**config.mk**
```make
export PLATFORM = sky130hd
export DESIGN_NAME = queue_msg_downsizer_flat
export DESIGN_NICKNAME = d
export VERILOG_FILES = /design/src/rtl/queue_msg_downsizer_pkg.sv /design/src/rtl/queue_msg_downsizer_if.sv /design/src/rtl/queue_msg_downsizer_beat_ctr.sv /design/src/rtl/queue_msg_downsizer.sv /design/src/flat_wrapper.sv
export SDC_FILE = /design/constraint.sdc
export NUM_CORES = 1
export LEC_CHECK = 0
export ABC_CLOCK_PERIOD_IN_PS = 1500
export CORE_ASPECT_RATIO = 1.25
export CORE_MARGIN = 3
export CORE_UTILIZATION = 42
export DETAILED_ROUTE_END_ITERATION = 6
export GPL_TIMING_DRIVEN = 0
export PLACE_DENSITY = 0.75
export SLEW_MARGIN = 20
export SYNTH_ARGS = -nofsm -noshare
export SYNTH_HDL_FRONTEND = slang
export SYNTH_SLANG_ARGS = --single-unit
```
**constraint.sdc**
```tcl
create_clock -name clk -period 1.5 [get_ports clk]
set_input_delay 0.45 -clock clk [delete_from_list [all_inputs] [get_ports clk]]
set_output_delay 0.45 -clock clk [all_outputs]
set_load 0.1 [all_outputs]
```
**src/rtl/queue_msg_downsizer_pkg.sv**
```systemverilog
// queue_msg_downsizer_pkg: shared FSM state type and geometry helpers for the queue downsizer
package queue_downsizer_pkg;
    typedef enum logic {IDLE, SEND} state_t;
    function automatic int f_ratio(input int in_w, input int out_w);
        return in_w / out_w;
    endfunction
    function automatic int f_beat_bits(input int ratio);
        return (ratio < 2) ? 1 : $clog2(ratio);
    endfunction
endpackage

```
**src/rtl/queue_msg_downsizer_if.sv**
```systemverilog
// queue_msg_downsizer_if: wide val/rdy input link and narrow val/rdy/last output link
//   in_val/in_rdy/in_msg      : wide message from queue read port
//   out_val/out_rdy/out_msg   : narrow beat stream, out_last marks final beat
//   modport slave  : the downsizer; modport master : queue + consumer side
interface queue_msg_downsizer_if #(
    parameter int p_in_width  = 32,
    parameter int p_out_width = 8
);
    logic                   in_val;
    logic                   in_rdy;
    logic [p_in_width-1:0]  in_msg;
    logic                   out_val;
    logic                   out_rdy;
    logic [p_out_width-1:0] out_msg;
    logic                   out_last;
    modport slave  (input in_val, in_msg, out_rdy, output in_rdy, out_val, out_msg, out_last);
    modport master (output in_val, in_msg, out_rdy, input in_rdy, out_val, out_msg, out_last);
endinterface

```
**src/rtl/queue_msg_downsizer_beat_ctr.sv**
```systemverilog
// queue_downsizer_beat_ctr: beat index counter with clear priority over increment
//   clk, reset_n (async active-low), i_clr, i_inc -> o_count, o_is_last (count == p_ratio-1)
module queue_downsizer_beat_ctr #(
    parameter int p_ratio = 4,
    parameter int p_bits  = 2
) (
    input  logic              clk,
    input  logic              reset_n,
    input  logic              i_clr,
    input  logic              i_inc,
    output logic [p_bits-1:0] o_count,
    output logic              o_is_last
);
    logic [p_bits-1:0] r_count;
    always_ff @(posedge clk or negedge reset_n) begin
        if (!reset_n) r_count <= '0;
        else          r_count <= i_clr ? '0 : i_inc ? r_count + 1'b1 : r_count;
    end
    assign o_count   = r_count;
    assign o_is_last = r_count == p_bits'(p_ratio - 1);
endmodule

```
**src/rtl/queue_msg_downsizer.sv**
```systemverilog
// queue_msg_downsizer: splits wide queue messages into narrow beats with zero-bubble reload
//   clk, reset_n (async active-low), q_if (slave modport of queue_msg_downsizer_if)
//   Build option QUEUE_DOWNSIZER_MSB_FIRST_EN: emit most-significant slice first
module queue_msg_downsizer
    import queue_downsizer_pkg::*;
#(
    parameter int p_in_width  = 32,
    parameter int p_out_width = 8
) (
    input  logic                  clk,
    input  logic                  reset_n,
    queue_msg_downsizer_if.slave  q_if
);
    localparam int c_ratio     = f_ratio(p_in_width, p_out_width);
    localparam int c_beat_bits = f_beat_bits(c_ratio);

    if ((p_in_width % p_out_width) != 0 || c_ratio < 2) begin : g_bad_cfg
        $error("queue_msg_downsizer: p_in_width must be a multiple >= 2 of p_out_width");
    end

    state_t                                r_state;
    state_t                                w_next;
    logic [p_in_width-1:0]                 r_hold;
    logic [c_ratio-1:0][p_out_width-1:0]   w_slices;
    logic [c_beat_bits-1:0]                w_beat;
    logic [c_beat_bits-1:0]                w_idx;
    logic                                  w_is_last;
    logic                                  w_out_val;
    logic                                  w_out_go;
    logic                                  w_in_rdy;
    logic                                  w_in_go;
    logic                                  w_clr;
    logic                                  w_inc;

    // Reload happens in the same cycle the last beat leaves, so in_rdy depends on out_rdy
    always_comb begin
        w_next    = r_state;
        w_out_val = r_state == SEND;
        w_out_go  = w_out_val & q_if.out_rdy;
        w_in_rdy  = reset_n & ((r_state == IDLE) | (w_out_go & w_is_last));
        w_in_go   = q_if.in_val & w_in_rdy;
        w_clr     = w_in_go | (w_out_go & w_is_last);
        w_inc     = w_out_go & ~w_is_last;
        w_next    = (r_state == IDLE) ? (w_in_go ? SEND : IDLE)
                  : (w_out_go & w_is_last & ~w_in_go) ? IDLE : SEND;
    end

    always_ff @(posedge clk or negedge reset_n) begin
        if (!reset_n) r_state <= IDLE;
        else          r_state <= w_next;
    end

    always_ff @(posedge clk or negedge reset_n) begin
        if (!reset_n)     r_hold <= '0;
        else if (w_in_go) r_hold <= q_if.in_msg;
    end

    queue_downsizer_beat_ctr #(
        .p_ratio (c_ratio),
        .p_bits  (c_beat_bits)
    ) u_beat_ctr (
        .clk       (clk),
        .reset_n   (reset_n),
        .i_clr     (w_clr),
        .i_inc     (w_inc),
        .o_count   (w_beat),
        .o_is_last (w_is_last)
    );

    assign w_slices = r_hold;
`ifdef QUEUE_DOWNSIZER_MSB_FIRST_EN
    assign w_idx = c_beat_bits'(c_ratio - 1) - w_beat;
`else
    assign w_idx = w_beat;
`endif

    assign q_if.in_rdy   = w_in_rdy;
    assign q_if.out_val  = w_out_val;
    assign q_if.out_last = w_out_val & w_is_last;
    assign q_if.out_msg  = w_out_val ? w_slices[w_idx] : '0;
endmodule

```
**src/flat_wrapper.sv**
```systemverilog
// flat-port wrapper written by rule: the top's interface ports become plain ports
module queue_msg_downsizer_flat import queue_downsizer_pkg::*;
#(
    parameter int p_in_width  = 32,
    parameter int p_out_width = 8
)
  (clk, reset_n, q_if_in_val, q_if_in_msg, q_if_out_rdy, q_if_in_rdy, q_if_out_val, q_if_out_msg, q_if_out_last);
  queue_msg_downsizer_if #(.p_in_width(p_in_width), .p_out_width(p_out_width)) q_if_i ();
  input  logic clk;
  input  logic reset_n;
  input wire logic [$bits(q_if_i.in_val)-1:0] q_if_in_val;
  input wire logic [$bits(q_if_i.in_msg)-1:0] q_if_in_msg;
  input wire logic [$bits(q_if_i.out_rdy)-1:0] q_if_out_rdy;
  output wire logic [$bits(q_if_i.in_rdy)-1:0] q_if_in_rdy;
  output wire logic [$bits(q_if_i.out_val)-1:0] q_if_out_val;
  output wire logic [$bits(q_if_i.out_msg)-1:0] q_if_out_msg;
  output wire logic [$bits(q_if_i.out_last)-1:0] q_if_out_last;
  assign q_if_i.in_val = q_if_in_val;
  assign q_if_i.in_msg = q_if_in_msg;
  assign q_if_i.out_rdy = q_if_out_rdy;
  assign q_if_in_rdy = q_if_i.in_rdy;
  assign q_if_out_val = q_if_i.out_val;
  assign q_if_out_msg = q_if_i.out_msg;
  assign q_if_out_last = q_if_i.out_last;
  queue_msg_downsizer #(.p_in_width(p_in_width), .p_out_width(p_out_width)) u_core (.clk(clk), .reset_n(reset_n), .q_if(q_if_i));
endmodule
```
==> results of run 1 <==
## worst min-delay path by stage
stage                           from  slack [ns]             endpoint
floorplan                    reset_n        0.15     u_core.r_hold[0]
detailed placement           reset_n        0.32    u_core.r_hold[30]
finish                       reset_n      -0.002  u_core.q_if.out_val
CTS                          reset_n       0.004    u_core.r_hold[29]
global route                 reset_n      0.0007     u_core.r_hold[8]
global placement    u_core.r_hold[0]        0.47     u_core.r_hold[0]
## layout by cell type (no fill, tap or decap), drive strengths merged
cell type and count:
a21oi 2, mux2 32, mux2i 17, ha 1, bufbuf 1, nand2b 1, clkbuf 8, dfrtp 35
buf 42, and2 2, nand4b 1, dlygate4sd2 1, o22ai 8, clkdlybuf4s50 33, nor2 2, nand2 7
## worst reg2reg max path, cell delays in order, from the launching register on
cell and delay, ns:
dfrtp_1 0.38, buf_4 0.12, buf_6 0.09, ha_4 0.15, nand2_4 0.05, buf_4 0.14
a21oi_4 0.23, buf_6 0.15, bufbuf_16 0.26, mux2_4 0.30
## per-stage QoR
| stage | instance area (µm²) | instances | hold slack, ns | utilization | TNS [ns] |
|---|---|---|---|---|---|
| 6_report | 3110 | 232 | -0.00226 | 0.870 | -17.99 |
| 5_1_grt | 3110 | 232 | 0.000651 | 0.870 | -20.37 |
| 4_1_cts | 3010 | 227 | 0.00356 | 0.842 | -13.62 |
| 3_5_place_dp | 2360 | 200 | 0.316 | 0.662 | -30.91 |
| 3_3_place_gp | 2350 | 199 | 0.473 | 0.658 | -105.13 |
| 2_1_floorplan | 1840 | 114 | 0.154 | - | -5.09 |
## logic make-up after synthesis
logic type / Yosys count / synth area share
multiplexers: 49 / 0.331
buffers and inverters: 6 / 0.0312
AND/OR/NAND/NOR: 13 / 0.0383
flip-flops: 35 / 0.547
adder cells (fa/ha/maj): 1 / 0.00781
AO/OA/AOI/OAI: 10 / 0.0445
## registers in the layout, indices dropped and copies added, names as in the netlist
signal and cells:
u_core.r_hold 32, u_core.u_beat_ctr.o_count 2, u_core.q_if.out_val 1
## repair_timing
| action | CTS | global route |
|---|---|---|
| buffers inserted | 16 | 6 |
| gates cloned | 4 | 0 |
| gates resized for setup | 144 | 14 |
| pin swaps | 7 | 4 |
| hold buffers | 0 | 0 |
| setup endpoints to repair | 45 | 45 |
## routing by layer
layer | part of all wire | vias up | global-route usage
li1 | - | 567 | -
met5 | 0 | - | 0
met2 | 0.55 | 32 | 0.419
met4 | 0.020 | 0 | 0.106
met1 | 0.39 | 642 | 0.279
met3 | 0.033 | 8 | 0.0360
## final cells by class
| type | instances | area share |
|---|---|---|
| flip-flops and latches | 35 | 0.283 |
| repair buffers | 72 | 0.292 |
| multi-input cells | 73 | 0.353 |
| well taps | 39 | 0.0157 |
| plain buffers | 5 | 0.0249 |
| clock buffers | 8 | 0.0322 |
==> run_results.csv, run 1 <==
group,metric,value,unit
drt,detail_route.first_pass.iterations,4,
worst_setup_path,path_cells,"buf_6, buf_6, mux2i_4, o22ai_4, buf_12",
drt,drt_iter0_markers,23,
placed_design,dp_hpwl,2740,µm
floorplanning,die_height,75.0,µm
sta,worst_pin_slew,0.262,ns
synth,synth_seq_area_share,0.547,
grt,groute.usage.overall,0.237,
layout,post_route_cells_drive_above_1_share,0.601,
floorplanning,die_area,0.00459,mm²
worst_setup_path,worst-path-max-fanout,5,
synth,most_common_flop_cell_mapped_by_yosys,"dfrtp_1",
status,outcome,"complete, but fails checks",
sta,setup_slack,-0.562,ns
worst_setup_path,regToRegStartpoint,"u_core.u_beat_ctr.o_count[0]",
cts,cts.path.max_buffers,2,
synth,synthesis.area,0.00160,mm²
sta,drv_slew,0,
synth,synthMostInstantiatedCell,"dfrtp_1",
drt,route.detailed.vias_per_inst,5.38,
worst_setup_path,critical_path.startpoint_type,"register",
layout,ff_latch_area,880,µm²
worst_setup_path,critical_path_sink_type,"primary output",
cts,clkLatencyLatePin,0.29,ns
synth,synth_seq_cells,35,
worst_setup_path,r2r_cells,9,
cts,htree_num_levels,2,
cts,tritoncts_num_sinks,35,
drt,detailroute.via_count,1249,
worst_setup_path,crit_end,"q_if_out_msg[6]",
sta,max_freq,485,MHz
synth,yosys_cell_types,17,
floorplanning,io_pins,47,
status,violations,"negative hold slack, negative setup slack",
sta,timing.max_slew.rel_slack,0.822,
sta,finalHoldWorstSlack,-0.00226,ns
synth,synthArstFlopShare,1.00,
sta,fin_worst_skew,0.00526,ns
sta,final-setup-viol-count,45,
grt,grt_start_max_net_pins,31,
floorplanning,std_cell_rows,24,
grt,gr-total-overflow,0,
cts,root_buffer,"clkbuf_8",
layout,nFillCells,145,
layout,area_of_combinational_cells_with_multiple_inputs,0.00110,mm²
synth,synthesis.area_per_instance,14.0,µm²
synth,post-synth-top-area-fraction,0.547,
grt,global_route_wire_length_before_repair,7480,µm
placed_design,placement.setup.worst_slack,-1.36,ns
worst_setup_path,required,1.05,ns
floorplanning,coreArea,0.00357,mm²
placed_design,portBuffers,46,
worst_setup_path,worstSetupPathType,"register to primary output",
layout,syn_to_final_growth,94.2,%
synth,ys_top_cells_by_count,"35 x dfrtp_1, 30 x mux2_2, 17 x mux2i_1",
synth,synth_top_area_cell,"dfrtp_1",
worst_setup_path,worst_ep_arrival_time,1.61,ns
sta,layout_min_cycle_time,2.06,ns
worst_setup_path,crit_path_frequent_cell,"buf_6",
sta,rsz0062_at_grt,"true",
synth,synthesis.yosys.warnings,0,
sta,final_hold_viol_count,3,
worst_setup_path,cell_type_group_with_the_largest_total_delay_on_the_critical_path,"buffers and inverters",
layout,final_net_count,229,
synth,netlist_instances,114,
drt,drt-wirelength-per-cell,22.3,µm
worst_setup_path,path_buf_inv,3,
drt,post_route_ant_nets,0,
sta,final.period_utilization,1.37,
worst_setup_path,worst-path-stages,5,
placed_design,gp_routability_congestion,0.777,
job,timing.max_cap.violations,0,
worst_setup_path,regToRegSetupSlack,-0.47,ns
worst_setup_path,slowest_delay,0.40,ns
layout,num_antenna_cells,0,
cts,tritoncts,"built",
cts,cts.reportedPaths.clkPinSlew,0.07,ns
worst_setup_path,cpMaxStageDelayCell,"dfrtp_1",
worst_setup_path,cp-startpoint,"u_core.u_beat_ctr.o_count[0]",
grt,grt_pass1_vias,1421,
synth,postSynthNetCount,151,
cts,cts_made_buffers,5,
synth,number_of_synthesized_flops_with_an_enable_pin,0,
floorplanning,dieWidth,61.2,µm
drt,route.detailed.drc,0,
synth,ranking_of_synthesized_cells_by_area,"dfrtp_1 55%, mux2_2 21%, mux2i_1 11%",
hold_path,min_path_type,"input port to asynchronous set/reset pin",
worst_setup_path,r2r_endpoint,"u_core.r_hold[14]",
drt,wire_length_reported_by_the_detailed_router,5180,µm
floorplanning,initial_utilization,0.448,
grt,antenna_found_initial,0,
Power of run 1 is not shown: default switching activity piles up to over one toggle a cycle in this logic, so the estimate is an artifact.
==> run 2: changes to the inputs <==
--- a/config.mk
+++ b/config.mk
@@ -6,12 +6,13 @@
 export NUM_CORES = 1
 export LEC_CHECK = 0
 export ABC_CLOCK_PERIOD_IN_PS = 1500
+export CAP_MARGIN = 20
 export CORE_ASPECT_RATIO = 1.25
 export CORE_MARGIN = 3
 export CORE_UTILIZATION = 42
 export DETAILED_ROUTE_END_ITERATION = 6
 export GPL_TIMING_DRIVEN = 0
-export PLACE_DENSITY = 0.75
+export PLACE_DENSITY = 0.74
 export SLEW_MARGIN = 20
 export SYNTH_ARGS = -nofsm -noshare
 export SYNTH_HDL_FRONTEND = slang
==> run 2 against run 1 <==
Net effect: the flow finishes with violations (negative setup slack); critical path depth unchanged; highest routed layer unchanged; die area did not move; core utilization decreased by 2.1 points; maximum frequency increased by 4.0%; routed wire length shrank 13%; global-route usage shrank 1.6 points; clock-buffer cell count is 1 lower; clock skew increased by 0.0020 ns; first-iteration DRC count rose by 70%; largest cell class unchanged; via count decreased by 1.9%.
==> run_results.csv, run 2 (synthesized netlist as in run 1, its figures left out) <==
group,metric,value,unit
status,outcome,"complete, but fails checks",
status,violations,"negative setup slack",
layout,syn_to_final_growth,89.5,%
cts,tritoncts,"built",
layout,final_common_cell,"dfrtp_1",
worst_setup_path,r2r_cells,9,
cts,clkLatencyLatePin,0.28,ns
layout,num_antenna_cells,0,
worst_setup_path,regToRegStartpoint,"u_core.u_beat_ctr.o_count[0]",
floorplanning,initial_utilization,0.448,
sta,layout_min_cycle_time,1.98,ns
placed_design,gp_routability_congestion,0.736,
job,timing.max_cap.violations,0,
placed_design,placed_standard_cell_area,0.00237,mm²
layout,top_register,"u_core.r_hold",
grt,antenna_found_initial,0,
worst_setup_path,worstSetupPathType,"register to primary output",
floorplanning,coreArea,0.00357,mm²
worst_setup_path,slowest_delay,0.37,ns
worst_setup_path,regToRegSetupSlack,-0.29,ns
grt,global_route_wire_length_before_repair,7210,µm
worst_setup_path,required,1.05,ns
sta,final.period_utilization,1.32,
worst_setup_path,path_cells,"buf_6, buf_12, mux2i_4, o22ai_4, buf_12",
sta,worst_pin_slew,0.289,ns
placed_design,portBuffers,46,
sta,fin_worst_skew,0.00724,ns
drt,route.detailed.vias_per_inst,5.44,
grt,gr-total-overflow,0,
sta,finalHoldWorstSlack,0.0126,ns
layout,mostFrequentLayoutCells,"34 x dfrtp_1, 33 x clkdlybuf4s50_1, 28 x mux2_4, 18 x buf_12, 9 x mux2i_4",
sta,final-setup-viol-count,44,
cts,cts.path.max_buffers,2,
worst_setup_path,crit_path_frequent_cell,"buf_12",
hold_path,min_path_type,"input port to asynchronous set/reset pin",
layout,area_of_combinational_cells_with_multiple_inputs,0.00105,mm²
drt,wire_length_reported_by_the_detailed_router,4510,µm
drt,drt_iter0_markers,39,
floorplanning,io_pins,47,
worst_setup_path,cpMaxStageDelayCell,"dfrtp_1",
grt,groute.usage.overall,0.222,
sta,timing.max_slew.rel_slack,0.802,
worst_setup_path,critical_path.startpoint_type,"register",
sta,final_hold_viol_count,0,
sta,max_freq,504,MHz
worst_setup_path,critical_path_sink_type,"primary output",
cts,tritoncts_num_sinks,35,
floorplanning,die_height,75.0,µm
layout,ff_latch_area,880,µm²
sta,setup_slack,-0.482,ns
cts,cts_made_buffers,5,
drt,route.detailed.drc,0,
cts,root_buffer,"clkbuf_8",
sta,setup-tns-final,-12.27,ns
cts,htree_num_levels,2,
layout,largest_reg_flops,32,
cts,holdBufCountCts,0,
drt,post_route_ant_nets,0,
worst_setup_path,worst-path-max-fanout,5,
placed_design,placement.setup.worst_slack,-1.38,ns
drt,detail_route.first_pass.iterations,4,
layout,fin_area,0.00303,mm²
layout,final_net_count,223,
floorplanning,std_cell_rows,24,
grt,grt_pass1_vias,1390,
floorplanning,die_area,0.00459,mm²
drt,drt-wirelength-per-cell,20.0,µm
worst_setup_path,worst_ep_arrival_time,1.53,ns
drt,detailroute.via_count,1225,
sta,drv_slew,0,
layout,post_route_cells_drive_above_1_share,0.559,
floorplanning,dieWidth,61.2,µm
layout,nFillCells,164,
cts,cts.reportedPaths.clkPinSlew,0.07,ns
sta,rsz0062_at_grt,"true",
placed_design,dp_hpwl,2740,µm
worst_setup_path,r2r_endpoint,"u_core.r_hold[27]",
grt,grt_start_max_net_pins,25,
run 2: cell types whose count changed in the layout (fill, tap and decap cells not counted), moves of 3 or more:
| cell | previous run | this run |
|---|---|---|
| buf_6 | 10 | 5 |
| mux2i_4 | 12 | 9 |
| buf_12 | 15 | 18 |
| buf_4 | 11 | 7 |
run 2: area by class of cell:
| cell class | count | share of cell area |
|---|---|---|
| multi-input combinational | 73 | 0.347 |
| timing repair buffer | 66 | 0.296 |
| sequential | 35 | 0.290 |
| buffer | 5 | 0.0256 |
| clock buffer | 7 | 0.0252 |
| tap | 39 | 0.0161 |
run 2: timing repair:
action / 4_1_cts / 5_1_grt
buffers inserted: 12 / 3
endpoints found under the hold margin: 0 / 0
endpoints found under the setup margin: 45 / 43
gates resized for setup: 140 / 9
pin swaps: 6 / 5
gates cloned: 4 / 0
run 2: routing by layer:
layer	routed length [µm]	track usage	share of wire	vias to the layer above
li1	-	-	-	556
met2	2310	0.358	0.51	35
met4	32	0.0651	0.0071	0
met1	1990	0.289	0.44	630
met3	182	0.0617	0.040	4
met5	0	0	0	-
run 2: worst max-delay path by stage:
| stage | startpoint | end | slack, ns | cells after the start |
|---|---|---|---|---|
| 2_1_floorplan | u_core.q_if.out_val | q_if_out_msg[0] | -0.47 | 3 |
| 3_3_place_gp | reset_n | q_if_in_rdy | -2.45 | 3 |
| 3_5_place_dp | q_if_out_rdy | q_if_in_rdy | -1.38 | 5 |
| 4_1_cts | u_core.u_beat_ctr.o_count[0] | q_if_out_msg[1] | -0.48 | 5 |
| 5_1_grt | u_core.u_beat_ctr.o_count[0] | q_if_out_msg[7] | -0.54 | 5 |
| 6_report | u_core.u_beat_ctr.o_count[0] | q_if_out_msg[4] | -0.48 | 5 |
run 2: metrics by stage:
stage / instances / utilization
global placement: 199 / 0.658
floorplan: 114 / -
finish: 225 / 0.849
CTS: 223 / 0.832
detailed placement: 200 / 0.664
global route: 225 / 0.849
run 2: worst max-delay path, delay by kind of cell (launching register included):
kind                   cells  cell delay (ns)
buffers and inverters      3             0.50
DFF                        1             0.37
muxes                      1             0.27
AOI/OAI and AO/OA          1             0.11
Power of run 2 is left out for the same reason.
==> run 3: changes to the inputs <==
--- a/config.mk
+++ b/config.mk
@@ -5,14 +5,14 @@
 export SDC_FILE = /design/constraint.sdc
 export NUM_CORES = 1
 export LEC_CHECK = 0
-export ABC_CLOCK_PERIOD_IN_PS = 1500
+export ABC_CLOCK_PERIOD_IN_PS = 1600
 export CAP_MARGIN = 20
 export CORE_ASPECT_RATIO = 1.25
 export CORE_MARGIN = 3
-export CORE_UTILIZATION = 42
+export CORE_UTILIZATION = 40
 export DETAILED_ROUTE_END_ITERATION = 6
 export GPL_TIMING_DRIVEN = 0
-export PLACE_DENSITY = 0.74
+export PLACE_DENSITY = 0.71
 export SLEW_MARGIN = 20
 export SYNTH_ARGS = -nofsm -noshare
 export SYNTH_HDL_FRONTEND = slang
==> constraint.sdc (replaced) <==
create_clock -name clk -period 1.6 [get_ports clk]
set_input_delay 0.48 -clock clk [delete_from_list [all_inputs] [get_ports clk]]
set_output_delay 0.48 -clock clk [all_outputs]
set_load 0.01 [all_outputs]
==> run 3 against run 2 <==
Net effect: the run still ends with negative setup slack left; critical path type unchanged; clock skew grew 0.0040 ns; die area up 4.6%; highest routed layer unchanged; setup slack better by 0.16 ns; hold slack gained 0.075 ns; via count decreased by 1.2%; design area down 17%.
==> run_results.csv, run 3 (synthesized netlist as in run 1, its figures left out) <==
group,metric,value,unit
pwr,leakage,1.12,nW
sta,final.period_utilization,1.20,
cts,root_buffer,"clkbuf_8",
grt,gr-total-overflow,0,
job,timing.max_cap.violations,0,
sta,max_freq,520,MHz
sta,worst_pin_slew,0.379,ns
layout,largest_reg_flops,32,
drt,detail_route.first_pass.iterations,4,
drt,route.detailed.vias_per_inst,5.00,
grt,grt_start_max_net_pins,24,
status,violations,"negative setup slack",
worst_setup_path,required,1.12,ns
sta,fin_worst_skew,0.0112,ns
layout,syn_to_final_growth,58.1,%
drt,detailroute.via_count,1210,
worst_setup_path,slowest_delay,0.39,ns
worst_setup_path,worst-path-max-fanout,9,
worst_setup_path,r2r_cells,8,
pwr,vdd_ir_drop_max,0.880,mV
floorplanning,dieWidth,62.6,µm
grt,groute.usage.overall,0.187,
grt,antenna_found_initial,0,
layout,num_antenna_cells,0,
placed_design,dp_hpwl,2720,µm
cts,htree_num_levels,2,
cts,tritoncts,"built",
placed_design,placement.setup.worst_slack,-0.757,ns
worst_setup_path,cpMaxStageDelayCell,"dfrtp_1",
drt,post_route_ant_nets,0,
worst_setup_path,critical_path.startpoint_type,"register",
sta,setup_slack,-0.324,ns
cts,clkLatencyLatePin,0.30,ns
floorplanning,initial_utilization,0.420,
placed_design,dp_cells,215,
layout,final_net_count,224,
pwr,power_after_layout,0.00448,W
pwr,seq_pwr_share,0.358,
sta,final_hold_viol_count,0,
floorplanning,std_cell_rows,25,
sta,rsz0062_at_grt,"true",
cts,cts_made_buffers,5,
cts,cts.path.max_buffers,2,
drt,drt_iter0_markers,49,
worst_setup_path,worstSetupPathType,"register to primary output",
layout,mostFrequentLayoutCells,"33 x clkdlybuf4s50_1, 33 x dfrtp_1, 30 x mux2_2, 16 x mux2i_1, 11 x buf_2",
grt,grt_pass1_vias,1304,
floorplanning,coreArea,0.00382,mm²
cts,holdBufCountCts,0,
placed_design,gp_routability_congestion,0.790,
pwr,comb_power_share,0.499,
sta,timing.max_slew.rel_slack,0.747,
placed_design,portBuffers,46,
pwr,p_int,0.00296,W
layout,top_register,"u_core.r_hold",
sta,layout_min_cycle_time,1.92,ns
status,outcome,"complete, but fails checks",
worst_setup_path,critical_path_sink_type,"primary output",
drt,drt-wirelength-per-cell,17.2,µm
grt,global_route_wire_length_before_repair,6730,µm
cts,tritoncts_num_sinks,35,
floorplanning,die_area,0.00480,mm²
pwr,switching_power,0.00151,W
worst_setup_path,worst_ep_arrival_time,1.44,ns
cts,cts.reportedPaths.clkPinSlew,0.08,ns
floorplanning,io_pins,47,
drt,route.detailed.drc,0,
floorplanning,die_height,76.7,µm
pwr,power_density,1770,mW/mm²
drt,wire_length_reported_by_the_detailed_router,4160,µm
layout,utilization,0.664,
pwr,pwr-share-clk,0.142,
worst_setup_path,path_cells,"buf_6, buf_12, mux2i_1, o22ai_1, buf_2",
sta,drv_slew,0,
layout,finish.cell_count_without_fillers,242,
sta,final-setup-viol-count,44,
hold_path,min_path_type,"input port to asynchronous set/reset pin",
pwr,switching_share,0.338,
sta,finalHoldWorstSlack,0.0877,ns
layout,nFillCells,288,
layout,post_route_cells_drive_above_1_share,0.457,
run 3: through the flow:
step                      cell area (µm²)  TNS, ns
after global routing                 2530   -12.48
final                                2530   -10.89
after detailed placement             2150   -22.58
after floorplan                      1600        0
after CTS                            2490    -7.13
after global placement               2130   -91.78
run 3: critical path: cells and delay by family (launching register included):
kind,cells,cell delay [ns]
DFF,1,0.39
muxes,1,0.23
buffers and inverters,3,0.43
AOI/OAI and AO/OA,1,0.09
run 3: routing by layer:
layer / track usage / part of all wire / up-vias
met2: 0.349 / 0.58 / 23
met4: 0.0728 / 0.013 / 0
li1: - / - / 561
met5: 0 / 0 / -
met1: 0.194 / 0.37 / 622
met3: 0.0512 / 0.036 / 4
run 3: layout make-up:
type / count / area [µm²] / area share
Buffer: 5 / 81.3 / 0.0321
Clock buffer: 6 / 72.6 / 0.0287
Timing Repair Buffer: 67 / 694 / 0.274
Clock inverter: 2 / 12.5 / 0.00494
Sequential cell: 35 / 878 / 0.347
Tap cell: 54 / 67.6 / 0.0267
Multi-Input combinational cell: 73 / 726 / 0.287
run 3: worst paths after layout:
path | start | to | slack (ns)
hold reg to reg | u_core.r_hold[0] | u_core.r_hold[0] | 0.50
hold / removal | reset_n | u_core.r_hold[10] | 0.09
setup / recovery | u_core.u_beat_ctr.o_count[0] | q_if_out_msg[0] | -0.32
setup reg to reg | u_core.u_beat_ctr.o_count[0] | u_core.r_hold[29] | -0.29
max in group asynchronous | reset_n | u_core.r_hold[28] | 1.06
min in group clk | u_core.r_hold[0] | u_core.r_hold[0] | 0.50
run 3: power by group through the flow:
| stage | sequential [W] | combinational, W | clock [W] |
|---|---|---|---|
| 6_report | 0.00160 | 0.00224 | 0.000638 |
| 5_1_grt | 0.00165 | 0.00239 | 0.000698 |
| 4_1_cts | 0.00158 | 0.00218 | 0.000635 |
| 3_5_place_dp | 0.00159 | 0.00194 | 0 |
| 3_3_place_gp | 0.00156 | 0.00188 | 0 |
| 2_1_floorplan | 0.00152 | 0.00120 | 0 |
run 3: timing repair:
| item | CTS | global route |
|---|---|---|
| resized for setup | 67 | 4 |
| setup buffers | 15 | 2 |
| pin swaps | 4 | 1 |
| setup endpoints to repair | 43 | 44 |
| cloned | 3 | 0 |
Power figures use the tool's default switching activity.
